[src/rtl/sb_pkg.sv]
// Shared types and helpers for the store buffer: the entry record and a
// byte-lane merge used when a store coalesces into a buffered entry.
package sb_pkg;

    localparam int SB_LANES         = 4;
    localparam int SB_DEPTH_DEFAULT = 4;
    localparam int SB_AW            = 32;

    typedef struct packed {
        logic                valid;
        logic [SB_AW-3:0]    waddr;
        logic [31:0]         data;
        logic [SB_LANES-1:0] bmask;
    } sb_entry_t;

    // Lanes enabled in mask take the new byte; all others keep the old one.
    function automatic logic [31:0] sb_merge(input logic [31:0]         old_data,
                                             input logic [31:0]         new_data,
                                             input logic [SB_LANES-1:0] mask);
        logic [31:0] r;
        r = old_data;
        for (int b = 0; b < SB_LANES; b++) begin
            if (mask[b]) begin
                r[8*b +: 8] = new_data[8*b +: 8];
            end
        end
        return r;
    endfunction

endpackage

[src/rtl/store_buffer_fwd.sv]
// Store-to-load forwarding: per byte lane, the youngest valid entry whose word
// address matches the load and whose mask covers that lane supplies the byte.
module store_buffer_fwd
    import sb_pkg::*;
#(
    parameter int DEPTH = SB_DEPTH_DEFAULT,
    localparam int PW   = $clog2(DEPTH)
) (
    input  sb_entry_t [DEPTH-1:0] entries,
    input  logic [PW-1:0]         head,
    input  logic [SB_AW-3:0]      ld_waddr,
    input  logic [SB_LANES-1:0]   ld_bmask,
    output logic [31:0]           fwd_data,
    output logic [SB_LANES-1:0]   fwd_mask,
    output logic                  full_hit
);

    logic [SB_LANES-1:0] supplied;

    // Walk oldest to youngest from the head so later matches override earlier ones.
    always_comb begin
        fwd_data = '0;
        supplied = '0;
        fwd_mask = '0;
        for (int k = 0; k < DEPTH; k++) begin
            for (int b = 0; b < SB_LANES; b++) begin
                if (entries[PW'(head + PW'(k))].valid &&
                    entries[PW'(head + PW'(k))].waddr == ld_waddr &&
                    entries[PW'(head + PW'(k))].bmask[b]) begin
                    supplied[b]        = 1'b1;
                    fwd_data[8*b +: 8] = entries[PW'(head + PW'(k))].data[8*b +: 8];
                end
            end
        end
        fwd_mask = supplied & ld_bmask;
        for (int b = 0; b < SB_LANES; b++) begin
            if (!fwd_mask[b]) begin
                fwd_data[8*b +: 8] = 8'h00;
            end
        end
    end

    assign full_hit = (ld_bmask != '0) && (fwd_mask == ld_bmask);

endmodule

[src/rtl/store_buffer.sv]
// In-order store write buffer with same-word coalescing into the youngest
// non-head entry, a valid/ready drain port to memory and byte-level forwarding.
module store_buffer
    import sb_pkg::*;
#(
    parameter int DEPTH = SB_DEPTH_DEFAULT,
    parameter int AW    = SB_AW
) (
    input  logic                   i_clk,
    input  logic                   i_rst_n,
    input  logic                   i_st_valid,
    input  logic [AW-1:0]          i_st_addr,
    input  logic [31:0]            i_st_data,
    input  logic [3:0]             i_st_bmask,
    output logic                   o_st_ready,
    output logic                   o_mem_wr_valid,
    output logic [AW-1:0]          o_mem_addr,
    output logic [31:0]            o_mem_wdata,
    output logic [3:0]             o_mem_bmask,
    input  logic                   i_mem_wr_ready,
    input  logic [AW-1:0]          i_ld_addr,
    input  logic [3:0]             i_ld_bmask,
    output logic [31:0]            o_ld_fwd_data,
    output logic [3:0]             o_ld_fwd_mask,
    output logic                   o_ld_full_hit,
    output logic [$clog2(DEPTH):0] o_count,
    output logic                   o_empty
);

    localparam int PW = $clog2(DEPTH);
    localparam int CW = PW + 1;

    // Handshakes: a store moves when i_st_valid && o_st_ready; the head entry
    // moves when o_mem_wr_valid && i_mem_wr_ready. Ready/valid never look at
    // the partner's signal in the same cycle.
    sb_entry_t [DEPTH-1:0] entries;
    logic [PW-1:0]         head;
    logic [PW-1:0]         tail;
    logic [PW-1:0]         youngest;
    logic [CW-1:0]         count;
    logic [AW-3:0]         st_waddr;
    logic                  take;
    logic                  coalesce;
    logic                  enq;
    logic                  deq;
    sb_entry_t             new_entry;

    assign st_waddr = i_st_addr[AW-1:2];
    assign youngest = tail - PW'(1);

    assign o_st_ready     = (count != CW'(DEPTH));
    assign o_mem_wr_valid = (count != '0);
    assign o_mem_addr     = {entries[head].waddr, 2'b00};
    assign o_mem_wdata    = entries[head].data;
    assign o_mem_bmask    = entries[head].bmask;
    assign o_count        = count;
    assign o_empty        = (count == '0);

    // Zero-mask stores complete the handshake but leave no trace.
    assign take     = i_st_valid && o_st_ready && (i_st_bmask != 4'b0000);
    // count >= 2 keeps the youngest entry distinct from the head being presented.
    assign coalesce = take && (count >= CW'(2)) && (entries[youngest].waddr == st_waddr);
    assign enq      = take && !coalesce;
    assign deq      = o_mem_wr_valid && i_mem_wr_ready;

    always_comb begin
        new_entry       = '0;
        new_entry.valid = 1'b1;
        new_entry.waddr = st_waddr;
        new_entry.data  = i_st_data;
        new_entry.bmask = i_st_bmask;
    end

    always_ff @(posedge i_clk) begin
        if (!i_rst_n) begin
            head    <= '0;
            tail    <= '0;
            count   <= '0;
            entries <= '0;
        end else begin
            if (deq) begin
                entries[head].valid <= 1'b0;
                entries[head].bmask <= '0;
                head                <= head + PW'(1);
            end
            if (enq) begin
                entries[tail] <= new_entry;
                tail          <= tail + PW'(1);
            end
            if (coalesce) begin
                entries[youngest].data  <= sb_merge(entries[youngest].data, i_st_data, i_st_bmask);
                entries[youngest].bmask <= entries[youngest].bmask | i_st_bmask;
            end
            count <= count + CW'(enq) - CW'(deq);
        end
    end

    store_buffer_fwd #(.DEPTH(DEPTH)) u_fwd (
        .entries  (entries),
        .head     (head),
        .ld_waddr (i_ld_addr[AW-1:2]),
        .ld_bmask (i_ld_bmask),
        .fwd_data (o_ld_fwd_data),
        .fwd_mask (o_ld_fwd_mask),
        .full_hit (o_ld_full_hit)
    );

endmodule

[config.mk]
export PLATFORM = sky130hd
export DESIGN_NAME = store_buffer
export DESIGN_NICKNAME = d
export VERILOG_FILES = /design/src/rtl/sb_pkg.sv /design/src/rtl/store_buffer_fwd.sv /design/src/rtl/store_buffer.sv
export SDC_FILE = /design/constraint.sdc
export NUM_CORES = 1
export LEC_CHECK = 0
export BUFFER_PORTS_ARGS = -buffer_cell sky130_fd_sc_hd__buf_2
export CAP_MARGIN = 30
export CORE_MARGIN = 3
export CORE_UTILIZATION = 36
export CTS_BUF_LIST = sky130_fd_sc_hd__clkbuf_16
export CTS_CLUSTER_DIAMETER = 150
export DETAILED_ROUTE_END_ITERATION = 7
export PLACE_DENSITY = 0.58
export SYNTH_ARGS = -nofsm -noshare
export SYNTH_HDL_FRONTEND = slang
export SYNTH_HIERARCHICAL = 1
export SYNTH_SLANG_ARGS = --single-unit
[constraint.sdc]
create_clock -name i_clk -period 14 [get_ports i_clk]
set_input_delay 1.4 -clock i_clk [delete_from_list [all_inputs] [get_ports i_clk]]
set_output_delay 1.4 -clock i_clk [all_outputs]
set_load 0.01 [all_outputs]
After elaboration in Yosys (flattened, before gate mapping):

Cells that the tools add are included.

* input port bits: 108
* logic and storage cells: 158
* output and inout bits: 111
* memories: 0
* bits in read-only memories: 0
* bits in writable memories: 0
* latch bits: 0
* register bits after elaboration: 275

* add/sub/neg operators: 7
* muxes and demuxes: 78
* bitwise operators: 2
* order comparisons: 10
* shift-type cells: 0
* div/mod/pow operators: 0
* multipliers: 0
* reduce and logical (&&, ||, !) cells: 35
* equality and inequality tests: 7

Operators by type and width (count)
* $bwmux 268: 5
* $mux 268: 5
* $bmux 67 s2: 5
* $demux 67 s2: 5
* $mux 67: 6
* $mux 8: 32
* $eq 30x30->1: 5
* $mux 66: 1
* $mux 36: 1
* $logic_and 1x1->1: 30
* $lt 2x3->1 const B: 6
* $mux 1: 16
* $mux 4: 2
* $reduce_bool 4->1: 2
* $ge 2x1->1 const B: 3
* $add 2x1->2 const B: 2
* $add 2x2->2 const B: 2
* $and 4x4->4: 1
* $eq 4x4->1: 1
* $or 4x4->4: 1
* $add 3x1->3: 1
* $ge 3x2->1 const B: 1
* $logic_not 3->1: 1
* $ne 3x3->1 const B: 1
* 4 further kinds: 4

Depth between registers and ports, before layout:

* depth in word-level cells: 14
* mapped depth: 21
* gate-level depth less buffers: 14

Modules after synthesis:

The synthesis kept the hierarchy.

By module, submodules not included
* store_buffer: area an instance 15383.5 sq um, cells an instance 1438, seq. area each 5505.3 sq um, times used 1
* store_buffer_fwd: area an instance 9267.6 sq um, cells an instance 1151, seq. area each 0.0 sq um, times used 1

Least setup slack after synthesis:

Ideal clock, no wire load.

* path type: input port to output port
* from: in i_ld_addr[21]
* to: out o_ld_fwd_data[10]
* setup slack: 8.508 ns
* required time: 12.600 ns
* arrival time: 4.092 ns
* path buffers: 3
* stages: 11
* path through: dlygate4sd2_1 > a22o_1 > or4_1 > a211oi_2 > nor4b_4 > and2_1 > buf_2 > a31oi_1 > clkbuf_1 > a221oi_1 > o221a_1

* longest elaborated chain between the ends: 9
* elaborated cells on any way between the ends: 22
* those cells by class: 4 x eq/ne; 9 x mux; 1 x bitwise; 8 x reduce/logical

Ends and longest elaborated chain
* start, declared: line store_buffer.sv:21 `input logic [AW-1:0] i_ld_addr,`
* $eq 30x30->1: line store_buffer_fwd.sv:28 `entries[PW'(head + PW'(k))].waddr == ld_waddr &&`
* $logic_and 1x1->1: line store_buffer_fwd.sv:27 `if (entries[PW'(head + PW'(k))].valid &&`
* $logic_and 1x1->1: line store_buffer_fwd.sv:28
* $mux 1 (4 in series): line store_buffer_fwd.sv:27
* $and 4x4->4: line store_buffer_fwd.sv:35 `fwd_mask = supplied & ld_bmask;`
* $mux 8 *: line store_buffer_fwd.sv:37 `if (!fwd_mask[b]) begin`
* end, declared: line store_buffer.sv:23 `output logic [31:0] o_ld_fwd_data,`

Mark *: on every way between the ends. The rest lies on a longest branch, timed or not.

Worst setup path in the final report:

* from: reg head[1]
* to: out o_ld_fwd_data[3]

* longest elaborated chain between the ends: 11
* elaborated cells on any way between the ends: 33
* those cells by class: 3 x add/sub; 4 x eq/ne; 17 x mux; 1 x bitwise; 8 x reduce/logical

Ends and longest elaborated chain
* start, declared: line store_buffer.sv:37 `logic [PW-1:0] head;`
* start signal, assigned: line store_buffer.sv:84 `head <= head + PW'(1);`
* $add 2x1->2 / $bmux 67 s2 (equally long branches)
* $bmux 67 s2 / $mux 67 (equally long branches)
* $mux 67 (implied by the code) / $eq 30x30->1 (equally long branches): line store_buffer_fwd.sv:28
* $eq 30x30->1 / $logic_and 1x1->1 (equally long branches): line store_buffer_fwd.sv:28, store_buffer_fwd.sv:27
* $logic_and 1x1->1 (on tied branches): line store_buffer_fwd.sv:27, store_buffer_fwd.sv:28
* $logic_and 1x1->1 / $mux 1 (equally long branches): line store_buffer_fwd.sv:28, store_buffer_fwd.sv:27
* $mux 1 (3 in series): line store_buffer_fwd.sv:27
* $and 4x4->4: line store_buffer_fwd.sv:35
* $mux 8 *: line store_buffer_fwd.sv:37

Mark *: on every way between the ends. The rest lies on a longest branch, timed or not. The select of a mux whose other input is x is not followed.

==> metrics.md <==
| Metric | Value |
|---|---|
| Outcome | `completed` |
| Max rail drop VDD | `162 uV` |
| Die Width | `268 um` |
| Dpl hpwl | `63.7 mm` |
| GRT Total Usage | `0.254` |
| Commonest non-fill, non-tap cell in the layout | `mux2i_1` |
| GRT overflow | `0` |
| Share of cells above drive strength 1 | `0.267` |
| CTS sink cnt | `275` |
| Post-CTS Setup Inserts | `0` |
| Max-slew violation total from the final report | `0` |
| Initial core utilization | `0.365` |
| PortBufs | `212` |
| Startpoint types | `register` |
| Setup CP Type | `register to output port` |
| Max Freq | `0.122 GHz` |
| Drt pass-1 iters | `6` |
| R2R setup slack | `6590 ps` |
| First-pass GRT wire length | `140 mm` |
| Vias in the first global route | `22000` |
| Commonest cells after routing, fill and taps aside | `mux2i_1 (370), dfxtp_1 (272), buf_2 (211)` |
| Initial antenna violation count | `14` |
| Wire per inst | `26.7 um` |
| Clk slew on worst S/H paths | `60 ps` |
| Hold crit path type | `register to register` |
| DRT antenna net count | `0` |
| Syn. warnings | `6` |
| Crit path to | `o_ld_fwd_data[3]` |
| CTS tree | `yes` |
| RSZ-0062 raised after global routing | `false` |
| Root Buffer Master | `clkbuf_16` |
| Yosys reg bits | `275` |
| Crit path from | `head[1]` |
| Top cell type's share of synthesized area | `0.223` |
| PD cells | `131 mW/mm2` |
| Synth Flop Type | `dfxtp_1` |
| EDFF count, synth | `0` |
| Cell Area, Placed | `0.0256 mm2` |
| Share of the yosys chip area belonging to registers | `0.223` |
| Core Area | `0.0675 mm2` |
| I/O pins | `219` |
| Leakage | `9.56 nW` |
| Full die area | `0.0717 mm2` |
| Dpl ws | `6650 ps` |
| Clk Latency, worst-skew pair | `580 ps` |
| Layout area overhead | `8.74%` |
| Worst Reg-to-Reg Cells | `13` |
| Via/cell ratio | `6.42` |
| Max Clock Skew | `40.9 ps` |
| Worst setup margin | `5800 ps` |
| CTS H-tree lvls | `2` |
| Final worst-path cycle share | `0.586` |
| CTS-repair resized insts | `0` |
| Post-layout minimum cycle time | `8200 ps` |
| Largest net degree at the start of global routing | `166` |
| Clock buffer depth | `3` |
| Post-synth ARST share | `0` |
| Pwr Total | `3.51 mW` |
| MaxCap Viol Count | `0` |
| Critical Path AT | `6800 ps` |
| Setup TNS Final | `0 ps` |
| Critical Path End Type | `output port` |
| Worst EP required | `12600 ps` |
| Reg-to-Reg Start | `tail[0]` |
| Routability cong. | `0.980` |
| Cell Area, Synth | `0.0247 mm2` |
| Finish-stage setup viols | `0` |
| Crit Reg-Reg Endpoint | `entries[70]` |
| Synthesized instance count | `2589` |
| First DRT Iteration DRCs | `2636` |
| Slew of the pin with the lowest slew margin | `968 ps` |
| Synth Area per Inst | `9.52 um2` |
| Via count | `22600` |
| Hold Slack | `503 ps` |
| Number of remaining DRC errors | `0` |
| Critical path peak fanout | `59` |
| Synth area leaders | `dfxtp_1 (22%), mux2i_1 (15%), mux4_2 (13%), o221ai_1 (4.7%), a21oi_2 (4.3%)` |
| Hold_buf cts | `0` |
| Final hold vios | `0` |
| Die Y | `268 um` |
| Final std cell area, no fill | `0.0268 mm2` |
| Total Wirelength | `94.0 mm` |
| Synth unique cells | `105` |
| Fin nets | `2739` |
| Row count | `95` |
| Normalized max-slew margin | `0.336` |
| TritonCTS buffer count | `36` |
| Cell taking the most area after synthesis | `dfxtp_1` |
metrics by stage:
step / utilization / cells
3_3_place_gp: 0.379 / 3452
5_1_grt: 0.397 / 3519
6_report: 0.397 / 3522
2_1_floorplan: - / 2590
3_5_place_dp: 0.380 / 3454
4_1_cts: 0.397 / 3516
logic make-up (layout without fill, tap and decap cells):
| group | count (synthesis) | after routing | synth area share |
|---|---|---|---|
| xor+xnor | 140 | 140 | 0.0497 |
| other cells | 1 | 8 | 0.000152 |
| simple gates | 488 | 488 | 0.101 |
| mux | 583 | 583 | 0.314 |
| fa+ha+maj | 12 | 12 | 0.00640 |
| flops | 275 | 275 | 0.223 |
| compound gates | 675 | 675 | 0.218 |
| buf+inv | 415 | 468 | 0.0876 |
critical path, cell delays in order (launching register included):
cell and delay, ps:
dfxtp_4 890, buf_4 860, mux2i_1 590, o22ai_1 160, a2111oi_0 520, o211ai_1 130, nor3_1 600, nand2_2 580
o21ai_2 700, o31ai_2 350, a221oi_1 540, buf_2 240
synth_stat cells (10+ instances only):
master and number:
and2_1 15, o221ai_1 133, o221a_1 15, xnor2_1 114
nand4_1 13, or4_1 20, xor2_1 26, o22ai_1 23
ha_1 11, a211oi_1 16, dfxtp_1 275, a21o_1 14
mux2i_1 370, mux4_2 144, nor3_1 25, nor2b_1 11
buf_6 47, o21ai_1 17, o21ai_0 89, nor2_1 184
buf_4 23, inv_1 158, buf_2 31, a221oi_1 18
nand2_1 114, nor4_1 29, and3_1 10, clkbuf_1 123
a2111oi_0 14, o41ai_1 10, a221oi_2 19, a21oi_1 74
nand2b_1 10, o211ai_1 12, mux2_2 63, a31oi_1 10
buf_1 18, a21oi_2 120
final cells by class:
type | count | area, um2
antenna | 6 | 15.0
clock buffer | 36 | 901
clock inverter | 26 | 239
fill | 6730 | 40700
inverter | 162 | 611
multi-input combinational | 1900 | 17100
sequential | 275 | 5520
tap | 873 | 1090
timing repair buffer | 244 | 1350
routing by layer:
metal / vias to the layer above / global-route usage / part of all wire
met1: 11300 / 0.330 / 0.40
met3: 196 / 0.0473 / 0.081
li1: 9939 / - / -
met5: - / 0 / 0.0011
met2: 1173 / 0.420 / 0.48
met4: 14 / 0.0936 / 0.035
where the power goes:
group | internal, mW | switching, mW
clock network | 0.527 | 0.401
logic | 0.636 | 0.916
registers | 0.872 | 0.160
worst min path at each step:
stage,from,endpoint,slack (ps),depth (start not counted)
final,entries[213],entries[213],500,2
after global routing,entries[216],entries[216],520,2
after CTS,entries[213],entries[213],500,2
after detailed placement,entries[4],entries[4],490,2
after global placement,entries[71],entries[71],480,2
after floorplan,entries[267],entries[267],450,2
Note: power is estimated with default switching activity, not from simulation.
